## config.mk

```make
export PLATFORM = sky130hd
export DESIGN_NAME = pipeir_elastic
export DESIGN_NICKNAME = d
export VERILOG_FILES = /design/src/rtl/pipe_pkg.sv /design/src/rtl/sat_counter.sv /design/src/rtl/pipeir_elastic.sv
export SDC_FILE = /design/constraint.sdc
export NUM_CORES = 1
export LEC_CHECK = 0
export CAP_MARGIN = 20
export CELL_PAD_IN_SITES_DETAIL_PLACEMENT = 0
export CELL_PAD_IN_SITES_GLOBAL_PLACEMENT = 2
export CORE_MARGIN = 5
export CORE_UTILIZATION = 27
export DETAILED_ROUTE_END_ITERATION = 8
export PLACE_DENSITY = 0.84
export SLEW_MARGIN = 10
export SYNTH_ARGS = -nofsm -noshare
export SYNTH_HDL_FRONTEND = slang
export SYNTH_SLANG_ARGS = --single-unit
```

## constraint.sdc

```tcl
create_clock -name clock -period 2.1 [get_ports clock]
set_clock_uncertainty 0.05 [all_clocks]
set_input_delay 0.525 -clock clock [delete_from_list [all_inputs] [get_ports clock]]
set_output_delay 0.525 -clock clock [all_outputs]
set_load 0.03 [all_outputs]
```

## src/rtl/pipe_pkg.sv

```systemverilog
// Shared pipeline-stage types and constants.
// State encoding of the elastic two-entry stage, plus the default bubble instruction
// that the ID/EX bubble logic also uses.
package pipe_pkg;

  // Occupancy of a two-entry elastic stage: nothing, main only, main + skid.
  typedef enum logic [1:0] {
    EMPTY = 2'd0,
    ONE   = 2'd1,
    FULL  = 2'd2
  } pipe_state_t;

  // Instruction word presented while a stage holds nothing valid.
  localparam logic [31:0] NOP_INST_DEFAULT = 32'h0000_0000;

endpackage

```

## src/rtl/sat_counter.sv

```systemverilog
// Saturating event counter for performance debug.
// Latency: count reflects an inc one cycle after the edge that samples it.
// Backpressure: none; holds at all-ones instead of wrapping, cleared only by reset.
module sat_counter #(
  parameter int CNT_W = 16
) (
  input  logic             clock,
  input  logic             resetn,
  input  logic             inc,
  output logic [CNT_W-1:0] count
);

  // Count qualifying cycles, sticking at the maximum value.
  always_ff @(posedge clock) begin
    if (!resetn) begin
      count <= '0;
    end else if (inc && (count != '1)) begin
      count <= count + CNT_W'(1);
    end
  end

endmodule

```

## src/rtl/pipeir_elastic.sv

```systemverilog
// Two-entry elastic IF/ID stage (main + skid) with flush and perf counters.
// Latency: 1 cycle from an accepted input to out_valid.
// Backpressure: in_ready comes from registered occupancy only; skid absorbs one stalled beat.
module pipeir_elastic
  import pipe_pkg::*;
#(
  parameter int                 DATA_W   = 32,
  parameter logic [DATA_W-1:0]  NOP_INST = DATA_W'(NOP_INST_DEFAULT),
  parameter int                 CNT_W    = 16
) (
  input  logic              clock,
  input  logic              resetn,
  input  logic              in_valid,
  output logic              in_ready,
  input  logic [DATA_W-1:0] in_pc4,
  input  logic [DATA_W-1:0] in_inst,
  input  logic              flush,
  output logic              out_valid,
  input  logic              out_ready,
  output logic [DATA_W-1:0] out_pc4,
  output logic [DATA_W-1:0] out_inst,
  output logic [CNT_W-1:0]  flush_cnt,
  output logic [CNT_W-1:0]  bubble_cnt
);

  pipe_state_t       state;
  logic [DATA_W-1:0] main_pc4;
  logic [DATA_W-1:0] main_inst;
  logic [DATA_W-1:0] skid_pc4;
  logic [DATA_W-1:0] skid_inst;
  logic              in_xfer;
  logic              out_xfer;

  // Readiness depends only on the stored occupancy, so ID stalls never reach IF combinationally.
  assign in_ready  = resetn & (state != FULL);
  assign out_valid = (state != EMPTY);
  assign in_xfer   = in_valid & in_ready;
  assign out_xfer  = out_valid & out_ready;

  // ID always sees the oldest entry; the skid never bypasses main.
  assign out_pc4   = main_pc4;
  assign out_inst  = main_inst;

  // Occupancy FSM and entry registers; flush drops everything held and the incoming beat.
  always_ff @(posedge clock) begin
    if (!resetn) begin
      state     <= EMPTY;
      main_pc4  <= '0;
      main_inst <= NOP_INST;
      skid_pc4  <= '0;
      skid_inst <= '0;
    end else if (flush) begin
      // pc4 is left as-is; ID qualifies it with out_valid.
      state     <= EMPTY;
      main_inst <= NOP_INST;
    end else begin
      case (state)
        EMPTY: begin
          if (in_xfer) begin
            main_pc4  <= in_pc4;
            main_inst <= in_inst;
            state     <= ONE;
          end
        end
        ONE: begin
          if (in_xfer && out_xfer) begin
            main_pc4  <= in_pc4;
            main_inst <= in_inst;
          end else if (in_xfer) begin
            skid_pc4  <= in_pc4;
            skid_inst <= in_inst;
            state     <= FULL;
          end else if (out_xfer) begin
            main_inst <= NOP_INST;
            state     <= EMPTY;
          end
        end
        FULL: begin
          if (out_xfer) begin
            main_pc4  <= skid_pc4;
            main_inst <= skid_inst;
            state     <= ONE;
          end
        end
        default: begin
          state <= EMPTY;
        end
      endcase
    end
  end

  sat_counter #(.CNT_W(CNT_W)) u_flush_cnt (
    .clock  (clock),
    .resetn (resetn),
    .inc    (flush),
    .count  (flush_cnt)
  );

  // A bubble is a cycle where ID was willing to consume but nothing was offered.
  sat_counter #(.CNT_W(CNT_W)) u_bubble_cnt (
    .clock  (clock),
    .resetn (resetn),
    .inc    (~out_valid & out_ready),
    .count  (bubble_cnt)
  );

endmodule

```

==> Word level (Yosys, flattened, before mapping) <==
Index checks and enable logic that the tools add are counted.
{ "word_totals": {"register_bits": 162, "latchBits": 0, "mem_bits_rw": 0, "rom_bits": 0, "in_bits": 69, "out_inout_bits": 98, "n_memories": 0} }
{ "classes": {"addsub": 2, "mul": 0, "n_div": 0, "n_lt_le_gt_ge": 0, "n_eq_ne": 12, "shifts": 0, "n_mux": 16, "bitwise_logic": 8, "reduce_logical": 11} }
{ "ops": {"columns": ["cell", "count"], "rows": [
  ["two-way mux 32 bit", 8],
  ["case mux 32 bit (3 select lines)", 2],
  ["adder 16 x 1 -> 16 bit, second input constant", 2],
  ["inequality test 16 bit, second input constant", 2],
  ["two-way mux 2 bit", 5],
  ["inequality test 2 bit, second input constant", 5],
  ["AND reduction 5 bit", 2],
  ["inequality test 3 bit, second input constant", 3],
  ["AND reduction 4 bit", 2],
  ["case mux 2 bit (3 select lines)", 1],
  ["AND 1 bit", 4],
  ["inverter 1 bit", 4],
  ["logical AND 1 bit", 3],
  ["nonzero test 3 bit", 1],
  ["== test 2 x 1 -> 1 bit, second input constant", 1],
  ["== test 2 bit, second input constant", 1],
  ["zero test 2 bit", 1],
  ["nonzero test 2 bit", 1],
  ["OR reduction 2 bit", 1]
]} }

==> Depth between registers and ports, before layout <==
Gate-level depths: netlist (run 1).
{ "depth": {"ltp_word": 6, "ltp_mapped": 9, "ltp_nobuf": 6} }

==> Modules after synthesis <==
From an unflattened synthesis (run 1), not the netlist that was laid out.
{ "hier_totals": {"hier_cells": 841, "hier_area_um2": 7882.6} }
{ "by_module_without_submodules": {"columns": ["mod", "n_inst", "cells_per_inst", "area_per_inst_um2"], "rows": [
  ["pipeir_elastic", 1, 647, 6208.5],
  ["sat_counter", 2, 97, 837.1]
]} }

==> Worst setup path after synthesis (run 1) <==
OpenSTA, ideal clock, no wires.
{ "synth_path": {"path_type": "register -> output", "start": "reg state[0]", "end": "out in_ready", "arrival_time_ps": 1540, "setup_slack_ps": -15, "stages_incl_launch_ff": 6, "cell_sequence": "dfxtp_1 > inv_1 > ha_1 > buf_2 > buf_1 > nor2_1"} }
{ "synth_via": {"elab_chain_len": 2} }
{ "synth_rtl": {"columns": ["element", "line_no", "source"], "rows": [
  ["start, declared", "pipeir_elastic.sv:26", "pipe_state_t state;"],
  ["start signal, assigned", "pipeir_elastic.sv:47", "state <= EMPTY;"],
  ["start signal, assigned", "pipeir_elastic.sv:54", "state <= EMPTY;"],
  ["start signal, assigned", "pipeir_elastic.sv:62", "state <= ONE;"],
  ["inequality test 2 bit", "pipeir_elastic.sv:35", "assign in_ready = resetn & (state != FULL);"],
  ["AND 1 bit", "pipeir_elastic.sv:35", null],
  ["end, declared", "pipeir_elastic.sv:14", "output logic in_ready,"]
]} }
Every way passes these cells.

==> Worst setup path in the final report (run 1) <==
{ "layout_path": {"start": "reg main_pc4[0], in the netlist out_pc4[0]", "end": "out out_pc4[0]"} }
{ "layout_lines": {"columns": ["element", "line_no", "source"], "rows": [
  ["start, declared", "pipeir_elastic.sv:27", "logic [DATA_W-1:0] main_pc4;"],
  ["start signal, assigned", "pipeir_elastic.sv:60", "main_pc4 <= in_pc4;"],
  ["start signal, assigned", "pipeir_elastic.sv:67", "main_pc4 <= in_pc4;"],
  ["start signal, assigned", "pipeir_elastic.sv:80", "main_pc4 <= skid_pc4;"],
  ["end, declared", "pipeir_elastic.sv:20", "output logic [DATA_W-1:0] out_pc4,"]
]} }
No word-level cell between the ends.

==> results of run 1 <==
## worst paths after layout
kind,startpoint,endpoint
worst min-delay path,skid_inst[24],skid_inst[24]
worst min register to register,skid_inst[24],skid_inst[24]
worst max-delay path,out_pc4[0],out_pc4[0]
worst max register to register,state[1],u_bubble_cnt.count[11]
## cell type report
class,instances,area (sq um),area share [%]
clock buffer,21,460,4.58
inverter,12,51.3,0.511
multi-input combinational,561,3510,35.0
timing repair buffer,223,2270,22.6
tap,335,419,4.17
clock inverter,9,85.1,0.847
sequential,162,3250,32.3
## per-layer routing
layer	part of all wire (%)	routed length [microns]	up-vias
li1	-	-	3262
met1	46	10300	3115
met2	47	10500	162
met3	4.7	1040	25
met4	1.7	383	0
met5	0	0	-
## cell usage in the layout, fill, tap and decap left out, drive strengths merged, types with 6 or more instances in the layout
master / netlist / routed
a21oi: 82 / 82
a221oi: 32 / 32
buf: 28 / 61
clkbuf: 41 / 21
clkdlybuf4s50: 0 / 122
dfxtp: 162 / 162
dlygate4sd2: 0 / 27
dlymetal6s2s: 0 / 13
ha: 6 / 6
inv: 12 / 11
mux2i: 40 / 40
nand2: 150 / 150
nand2b: 6 / 6
nand3: 13 / 13
nand4: 9 / 9
nor2: 42 / 42
nor4: 11 / 11
o211ai: 34 / 34
o21ai: 43 / 43
o31ai: 39 / 39
or3: 7 / 7
or4: 8 / 8
## registers in the layout, indices dropped and copies added, names as in the netlist
register	cells
u_flush_cnt.count	16
skid_inst	32
out_pc4	32
u_bubble_cnt.count	16
skid_pc4	32
out_inst	32
state	2
## power groups by stage
stage / sequential [mW] / clock, mW / combinational (mW)
after floorplan: 3.40 / 0 / 0.367
after global placement: 3.27 / 0 / 1.00
after detailed placement: 3.27 / 0 / 1.00
after CTS: 3.20 / 3.08 / 1.01
after global routing: 3.21 / 3.22 / 1.06
final: 3.20 / 2.96 / 0.995
## cell families (layout without fill, tap and decap cells)
group	after synthesis	after routing	share of synthesized area, %
xor gates and xnor gates	1	1	0.123
adders and majority gates	6	6	1.05
DFF	162	162	45.4
AOI/OAI and AO/OA	248	248	24.8
muxes	40	40	5.60
buffers and inverters	81	265	6.05
and+or+nand+nor	266	266	17.1
## per-stage QoR
step	cells	hold slack (ns)	cell area (sq um)	power (mW)	setup TNS, ns
2_1_floorplan	804	0.386	7150	3.77	0
3_3_place_gp	1292	0.391	9450	4.27	-40.39
3_5_place_dp	1292	0.396	9450	4.27	-40.59
4_1_cts	1323	0.405	9990	7.29	0
5_1_grt	1323	0.418	10000	7.50	0
6_report	1323	0.403	10000	7.16	0
## timing repair
item,in CTS,in global routing
buffers inserted,1,0
setup endpoints to repair,29,95
gates resized for setup,33,21
pin swaps,0,0
==> results.md, run 1 <==
- Outcome: finished clean
- Die area: 0.0298 sq mm
- Worst-Skew Late Latency: 0.42 ns
- Crit path largest cell delay: 0.69 ns
- Worst Setup Start Kind: register
- Core Area: 0.0261 sq mm
- First-pass GRT wire length: 36200 microns
- Synth top area cells: dfxtp_1 45%, nand2_1 7.9%, a21oi_1 5.7%
- Syn avg cell area: 8.89 sq um
- Cell row count: 59
- Max Fclk: 0.490 GHz
- Nets: 1052
- Met3 usage: 3.19%
- Mapped Area: 0.00715 sq mm
- Leak: 3.69 nW
- Effective utilization at floorplan: 27.4%
- Async SR Flop Fraction: 0%
- Top_reg_cell synth: dfxtp_1
- Power Dens Cells: 713 mW/mm^2
- Initial DRC Count: 377
- Clock Sinks: 162
- Post-synth EDFFs: 0
- Commonest cells post-synth: 162 x dfxtp_1, 150 x nand2_1, 82 x a21oi_1, 43 x o21ai_0, 42 x nor2_1
- Share of layout cells above drive strength 1: 14.7%
- Flop pwr share: 44.7%
- Hold Violations, Final: 0
- Filler instances: 2653
- Hold buffer count at cts: 0
- Post-Route WL: 22100 microns
- Number of antenna violations at the first check in global routing: 0
- Clock Power Share: 41.4%
- Die height: 173 microns
- Die Wd: 173 microns
- H-tree depth: 4
- Final ANT Viol Nets: 0
- Vias in the first global route: 6523
- Crit end category: primary output
- Count leader, synth: dfxtp_1
- Worst setup margin: 0.0608 ns
- CP max stage cell: clkdlybuf4s50_1
- Final GP Congestion: 0.776
- Post-Place Setup Slack: -0.345 ns
- Measured slew at the worst slew-check pin: 0.456 ns
- Area leader, netlist: dfxtp_1
- IO buf count: 166
- Largest net degree at the start of global routing: 43
- Reg2Reg Setup Slack: 0.10 ns
- DRC: 0
- Synthesis-to-layout area growth: 40.5%
- Clock Path Buffers: 2
- WL/cell: 16.7 microns
- Cells after Synth: 804
- Register area share after synthesis: 45.4%
- Drt pass-1 iters: 4
- # setup viols final: 0
- Cell variety after synth: 50
- Worst vdd ir: 0.396 mV
- Final-report max-slew violation count: 0
- Syn_nets: 879
- Data required time at the worst endpoint: 1.52 ns
- Family with the most delay on the worst path: buffers and inverters
- Grt total ovfl: 0
- Int Pwr: 5.26 mW
- Ratio of final minimum period to clock period: 97.1%
- Reg clk slew, reported paths: 0.06 ns
- Critical path buffer and inverter count: 1
- RSZ-0062 raised after global routing: no
- CTS root buf: clkbuf_16
- Cts bufs inserted: 17
- Register-to-Register Path Depth: 7
- Worst hold path type: reg2reg
- Critical path type: reg2out
- CP cell instances: clkdlybuf4s50_1
- Worst EP arrival: 1.46 ns
- Total track usage: 14.6%
- Via/cell ratio: 4.96
- Hpwl dp: 14700 microns
- Sw frac: 26.5%
- Ys Warns: 0
- GR Layer Usage met2: 23.9%
- I/O pins: 167
- Post-synth top area share: 45.4%
- Slew Limit Headroom: 69.6%
- Global routing met1 resource utilization: 19.2%
- Crit-path max FO: 2
- Max-cap violations: 0
- Minimum clock period: 2.04 ns
- Levels on crit path: 1
- Yosys reg bits: 162
- N_diodes: 0
- NetSw: 1.90 mW
- Final core utilization: 38.5%
- Hold Crit Depth: 2
- Gr busiest metal: met2
- Routed vias: 6564
- CTS tree: done
- Comb power frac: 13.9%
(Power assumes the default switching activity.)
==> inputs of run 2 (changes only) <==
--- a/config.mk
+++ b/config.mk
@@ -12,6 +12,7 @@
 export CORE_UTILIZATION = 27
 export DETAILED_ROUTE_END_ITERATION = 8
 export PLACE_DENSITY = 0.84
+export SKIP_CTS_REPAIR_TIMING = 1
 export SLEW_MARGIN = 10
 export SYNTH_ARGS = -nofsm -noshare
 export SYNTH_HDL_FRONTEND = slang
==> results.md, run 2 (synthesis gave the netlist of run 1 again) <==
- Nets: 1052 (unchanged)
- Post-Place Setup Slack: -0.345 ns (unchanged)
- Reg clk slew, reported paths: 0.07 ns (about the same)
- Die Wd: 173 microns (unchanged)
- Worst Setup Start Kind: register
- Critical path type: reg2out
- Share of layout cells above drive strength 1: 14.6% (-0.10 points)
- Leak: 4.06 nW (+9.9%)
- Initial DRC Count: 344 (-8.8%)
- PnR Total Power: 7.17 mW (about the same)
- Worst r2r dst: u_bubble_cnt.count[11]
- Clock Path Buffers: 2 (unchanged)
- Cell row count: 59 (unchanged)
- CP cell instances: clkdlybuf4s50_1
- Power Dens Cells: 707 mW/mm^2 (-0.82%)
- Synthesis-to-layout area growth: 41.8%
- Levels on crit path: 1 (unchanged)
- Max-cap violations: 0 (unchanged)
- Clock Sinks: 162 (unchanged)
- CTS tree: done
- Routed vias: 6540 (-0.37%)
- WL/cell: 16.8 microns (+0.22%)
- Final-report max-slew violation count: 0 (unchanged)
- Cts bufs inserted: 17 (unchanged)
- Worst setup margin: 0.0630 ns (+0.00221 ns)
- CTS root buf: clkbuf_16
- Data required time at the worst endpoint: 1.52 ns (about the same)
- Max Fclk: 0.491 GHz (+0.11%)
- Worst setup path start: out_pc4[0]
- Placed cell area: 0.00945 sq mm (unchanged)
- DRC: 0 (unchanged)
- WHS: 0.403 ns (+0.000165 ns)
- Largest net degree at the start of global routing: 43 (unchanged)
- Worst EP arrival: 1.46 ns (about the same)
- First-pass GRT wire length: 36200 microns (-0.19%)
- Register-to-Register Path Depth: 7 (unchanged)
- Final std cells w/o fill: 1323 (unchanged)
- Core Area: 0.0261 sq mm (unchanged)
- Vias in the first global route: 6507 (-0.25%)
- Placed insts: 1292 (unchanged)
- Final GP Congestion: 0.776 (unchanged)
- Worst hold path type: reg2reg
- Crit path largest cell delay: 0.69 ns (about the same)
- Effective utilization at floorplan: 27.4% (unchanged)
- N_diodes: 0 (unchanged)
- Slew Limit Headroom: 69.9% (+0.30 points)
- Minimum clock period: 2.04 ns (-0.00221 ns)
- Start of the worst register-to-register path: state[1]
- Measured slew at the worst slew-check pin: 0.451 ns (-0.00443 ns)
- Hpwl dp: 14700 microns (unchanged)
- Worst vdd ir: 0.397 mV (+0.18%)
- Critical path buffer and inverter count: 1 (unchanged)
- # setup viols final: 0 (unchanged)
- RSZ-0062 raised after global routing: yes
- Die area: 0.0298 sq mm (unchanged)
- Number of antenna violations at the first check in global routing: 0 (unchanged)
- Setup crit end: out_pc4[0]
- Ratio of final minimum period to clock period: 97.0% (-0.11 points)
- Crit-path max FO: 2 (unchanged)
- Commonest non-fill, non-tap cells in the layout: 161 x dfxtp_1, 150 x nand2_1, 122 x clkdlybuf4s50_1
- Via/cell ratio: 4.94 (-0.37%)
- Family with the most delay on the worst path: buffers and inverters
- Drt pass-1 iters: 4 (unchanged)
- I/O pins: 167 (unchanged)
- Outcome: finished clean
- Hold Violations, Final: 0 (unchanged)
- Post-Route WL: 22200 microns (+0.22%)
- H-tree depth: 4 (unchanged)
- Grt total ovfl: 0 (unchanged)
- Final ANT Viol Nets: 0 (unchanged)
- CP max stage cell: clkdlybuf4s50_1
- Total track usage: 14.6% (-0.023 points)
- Die height: 173 microns (unchanged)
- Reg2Reg Setup Slack: 0.10 ns (about the same)
- Crit end category: primary output
- Worst-Skew Late Latency: 0.42 ns (about the same)
- Leading cell type in the layout, fill and taps excluded: dfxtp_1
- Finished Cell Area: 0.0101 sq mm (+0.92%)
- IO buf count: 166 (unchanged)
run 2: cell types whose count changed in the layout (fill, tap and decap cells not counted):
cell            before  now
or4_2                1    0
dlymetal6s2s_1      13   40
dfxtp_1            160  161
dfxtp_2              2    1
dlygate4sd2_1       27    0
or4_4                1    2
ha_4                 1    0
ha_2                 1    2
run 2: stage by stage:
stage | setup TNS [ns] | utilization (%)
2_1_floorplan | 0 | -
3_3_place_gp | -40.39 | 36.3
3_5_place_dp | -40.59 | 36.3
4_1_cts | -1.31 | 38.4
5_1_grt | -0.0250 | 38.9
6_report | 0 | 38.9
run 2: report_power, final:
group / total [mW] / internal (mW) / switching (mW) / leakage, nW
Clock: 2.97 / 1.68 / 1.29 / 0.261
Sequential: 3.20 / 3.15 / 0.0516 / 1.31
Combinational: 0.998 / 0.432 / 0.566 / 2.48
run 2: worst min path at each step:
stage | slack (ns) | cells after the start | endpoint | start
CTS | 0.40 | 2 | skid_inst[4] | skid_inst[4]
floorplan | 0.39 | 2 | skid_pc4[0] | skid_pc4[0]
finish | 0.40 | 2 | skid_pc4[11] | skid_pc4[11]
global placement | 0.39 | 2 | skid_pc4[10] | skid_pc4[10]
global route | 0.42 | 2 | skid_pc4[22] | skid_pc4[22]
detailed placement | 0.40 | 2 | skid_inst[3] | skid_inst[3]
run 2: cell type report:
class | count | area [sq um]
Sequential cell | 162 | 3240
Timing Repair Buffer | 223 | 2370
Multi-Input combinational cell | 561 | 3510
Fill cell | 2630 | 15900
Tap cell | 335 | 419
Clock buffer | 21 | 460
Inverter | 12 | 51.3
Clock inverter | 9 | 85.1
run 2: routing by layer:
layer	GRT usage, %	up-vias	share of wire [%]
met2	23.9	138	48
met3	3.19	23	3.9
li1	-	3258	-
met5	0	-	0
met4	4.49	0	1.6
met1	19.2	3121	47
==> inputs of run 3 (changes only) <==
--- a/config.mk
+++ b/config.mk
@@ -5,15 +5,15 @@
 export SDC_FILE = /design/constraint.sdc
 export NUM_CORES = 1
 export LEC_CHECK = 0
-export CAP_MARGIN = 20
 export CELL_PAD_IN_SITES_DETAIL_PLACEMENT = 0
 export CELL_PAD_IN_SITES_GLOBAL_PLACEMENT = 2
 export CORE_MARGIN = 5
-export CORE_UTILIZATION = 27
+export CORE_UTILIZATION = 28
 export DETAILED_ROUTE_END_ITERATION = 8
-export PLACE_DENSITY = 0.84
+export PLACE_DENSITY = 0.83
 export SKIP_CTS_REPAIR_TIMING = 1
 export SLEW_MARGIN = 10
 export SYNTH_ARGS = -nofsm -noshare
 export SYNTH_HDL_FRONTEND = slang
+export SYNTH_HIERARCHICAL = 1
 export SYNTH_SLANG_ARGS = --single-unit
==> results.md, run 3 <==
- Synthesis-to-layout area growth: 39.3%
- Final GP Congestion: 0.763 (-1.8%)
- Placed cell area: 0.0102 sq mm (+7.5%)
- DRC: 0 (unchanged)
- Commonest non-fill, non-tap cells in the layout: 183 x nand2_1, 160 x dfxtp_1, 120 x clkdlybuf4s50_1
- Syn_nets: 916 (+4.2%)
- Die area: 0.0316 sq mm (+5.9%)
- Post-Route WL: 23900 microns (+7.6%)
- Hold EP: skid_pc4[10]
- IO buf count: 166 (unchanged)
- FF+latch area: 0.00325 sq mm (about the same)
- Final core utilization: 39.5% (+0.61 points)
- Syn avg cell area: 9.37 sq um (+5.4%)
- CP cell instances: inv_2, ha_2, buf_6, buf_16, nor2b_1, buf_4
- Share of layout cells above drive strength 1: 16.2% (+1.7 points)
- Ratio of final minimum period to clock period: 103% (+5.6 points)
- Crit path largest cell delay: 0.36 ns (-0.33 ns)
- First-pass GRT wire length: 37400 microns (+3.3%)
- Hold Violations, Final: 0 (unchanged)
- Int Pwr: 5.49 mW (+4.4%)
- I/O pins: 167 (unchanged)
- Start of the worst register-to-register path: state[0]
- WHS: 0.402 ns (-0.00179 ns)
- Max-cap violations: 0 (unchanged)
- Leak: 4.64 nW (+14%)
- Die height: 178 microns (+2.9%)
- Count leader, synth: nand2_1
- Data required time at the worst endpoint: 1.52 ns (about the same)
- Cell variety after synth: 50 (unchanged)
- Area leader, netlist: dfxtp_1
- NetSw: 2.06 mW (+8.2%)
- Total track usage: 14.8% (+0.20 points)
- Mapped Area: 0.00788 sq mm (+10%)
- Effective utilization at floorplan: 28.4% (+0.93 points)
- Measured slew at the worst slew-check pin: 0.559 ns (+0.108 ns)
- Post-Place Setup Slack: -0.330 ns (+0.0152 ns)
- Number of antenna violations at the first check in global routing: 0 (unchanged)
- Via/cell ratio: 4.86 (-1.7%)
- Worst hold path type: reg2reg
- Setup total negative slack: -0.0540 ns (-0.0540 ns)
- Cell row count: 61 (+3.4%)
- Top_reg_cell synth: dfxtp_1
- Clock Path Buffers: 2 (unchanged)
- Commonest cells post-synth: 185 x nand2_1, 162 x dfxtp_1, 64 x a21boi_1, 51 x a21oi_1
- Filler instances: 2815 (+7.0%)
- Synth top area cells: dfxtp_1 41%, nand2_1 8.8%, a21boi_1 6.1%
- Drt pass-1 iters: 4 (unchanged)
- Grt total ovfl: 0 (unchanged)
- Hpwl dp: 15400 microns (+4.9%)
- Critical path buffer and inverter count: 4 (+3)
- Ys Warns: 6 (+6)
- Crit end category: primary output
- Nets: 1085 (+3.1%)
- Final std cells w/o fill: 1402 (+6.0%)
- CTS root buf: clkbuf_16
- Finished Cell Area: 0.0110 sq mm (+8.3%)
- Placed insts: 1365 (+5.7%)
- Reg2Reg Setup Slack: 0.08 ns (-0.02 ns)
- Worst vdd ir: 0.486 mV (+23%)
- Power Dens Cells: 688 mW/mm^2 (-2.7%)
- Core Area: 0.0278 sq mm (+6.6%)
- Leading cell type in the layout, fill and taps excluded: nand2_1
- Reg clk slew, reported paths: 0.07 ns (about the same)
- Post-synth EDFFs: 0 (unchanged)
- Async SR Flop Fraction: 0% (unchanged)
- Flop pwr share: 42.6% (-2.1 points)
- Cts bufs inserted: 17 (unchanged)
- Worst-Skew Late Latency: 0.42 ns (about the same)
- Worst r2r dst: skid_inst[24]
- Register area share after synthesis: 41.1% (-4.2 points)
- PnR Total Power: 7.56 mW (+5.4%)
- Comb power frac: 15.5% (+1.6 points)
- Cells after Synth: 841 (+4.6%)
- Outcome: finished, violations left
- Sw frac: 27.3% (+0.72 points)
- CP max stage cell: dfxtp_2
- Initial DRC Count: 320 (-7.0%)
- Levels on crit path: 6 (+5)
- CTS tree: done
- Worst setup margin: -0.0540 ns (-0.117 ns)
- Worst EP arrival: 1.58 ns (+0.12 ns)
- Multi-input gate area: 0.00426 sq mm (+21%)
- Register-to-Register Path Depth: 7 (unchanged)
- WL/cell: 17.0 microns (+1.6%)
- Failing checks: setup timing
- Routed vias: 6810 (+4.1%)
- Crit-path max FO: 7 (+5)
- Max Fclk: 0.464 GHz (-5.4%)
- Worst Setup Start Kind: register
- # setup viols final: 1 (+1)
- Clock Sinks: 162 (unchanged)
- Post-synth top area share: 41.1% (-4.2 points)
- Family with the most delay on the worst path: buffers and inverters
- Yosys reg bits: 162 (unchanged)
- Hold path start: skid_pc4[10]
- Final-report max-slew violation count: 0 (unchanged)
- Slew Limit Headroom: 62.7% (-7.2 points)
- Largest net degree at the start of global routing: 65 (+51%)
- H-tree depth: 4 (unchanged)
- Vias in the first global route: 6680 (+2.7%)
- Clock Power Share: 41.8% (+0.4 points)
- Hold Crit Depth: 2 (unchanged)
- RSZ-0062 raised after global routing: yes
- Final ANT Viol Nets: 0 (unchanged)
- Critical path type: reg2out
- Minimum clock period: 2.15 ns (+0.117 ns)
- Die Wd: 178 microns (+2.9%)
run 3: cell types whose count changed after synthesis, sizes merged, moves of 29 or more:
cell	delta
nand2	+36
nor2	-31
nand2b	+31
nand4	+31
a221oi	-31
o211ai	-31
o31ai	-29
a21oi	-31
a21boi	+64
o21ai	-34
a311oi	+31
o211a	+34
run 3: worst max-delay path by stage:
stage	from	end	slack, ns
2_1_floorplan	state[0]	in_ready	0.04
3_3_place_gp	in_valid	out_inst[26]	-0.30
5_1_grt	state[0]	in_ready	-0.12
3_5_place_dp	in_valid	out_inst[15]	-0.33
4_1_cts	state[0]	in_ready	-0.28
6_report	state[0]	in_ready	-0.05
run 3: power by group through the flow:
| stage | Sequential (mW) | Clock [mW] | Combinational (mW) |
|---|---|---|---|
| floorplan | 3.44 | 0 | 0.476 |
| global placement | 3.29 | 0 | 1.15 |
| detailed placement | 3.29 | 0 | 1.16 |
| CTS | 3.22 | 3.29 | 1.16 |
| global route | 3.23 | 3.40 | 1.25 |
| finish | 3.22 | 3.16 | 1.17 |
run 3: kinds of logic after synthesis:
logic type	Yosys count	synth area share (%)
buf+inv	79	5.56
compound gates	211	22.4
fa+ha+maj	6	0.952
mux	38	4.83
simple gates	340	24.6
flops	162	41.1
xor+xnor	5	0.556
run 3: layout make-up:
class / count / share of cell area [%]
Multi-Input combinational cell: 600 / 38.8
Sequential cell: 162 / 29.6
Timing Repair Buffer: 217 / 21.6
Tap cell: 378 / 4.31
Clock buffer: 18 / 3.91
Clock inverter: 14 / 1.39
Inverter: 12 / 0.410
Antenna cell: 1 / 0.0228
run 3: worst register-to-register path, cell delays in order, from the launching register on:
cell and delay, ns:
dfxtp_2 0.36, inv_2 0.06, ha_2 0.18, nand3b_1 0.16
or4b_2 0.66, buf_12 0.25, nand2_1 0.13, a21boi_1 0.06
run 3: routing by layer:
metal / vias to the layer above / GRT usage, % / wire (microns)
li1: 3384 / - / -
met1: 3283 / 19.9 / 11300
met2: 130 / 24.4 / 11400
met3: 13 / 2.77 / 900
met4: 0 / 3.87 / 234
met5: - / 0 / 0
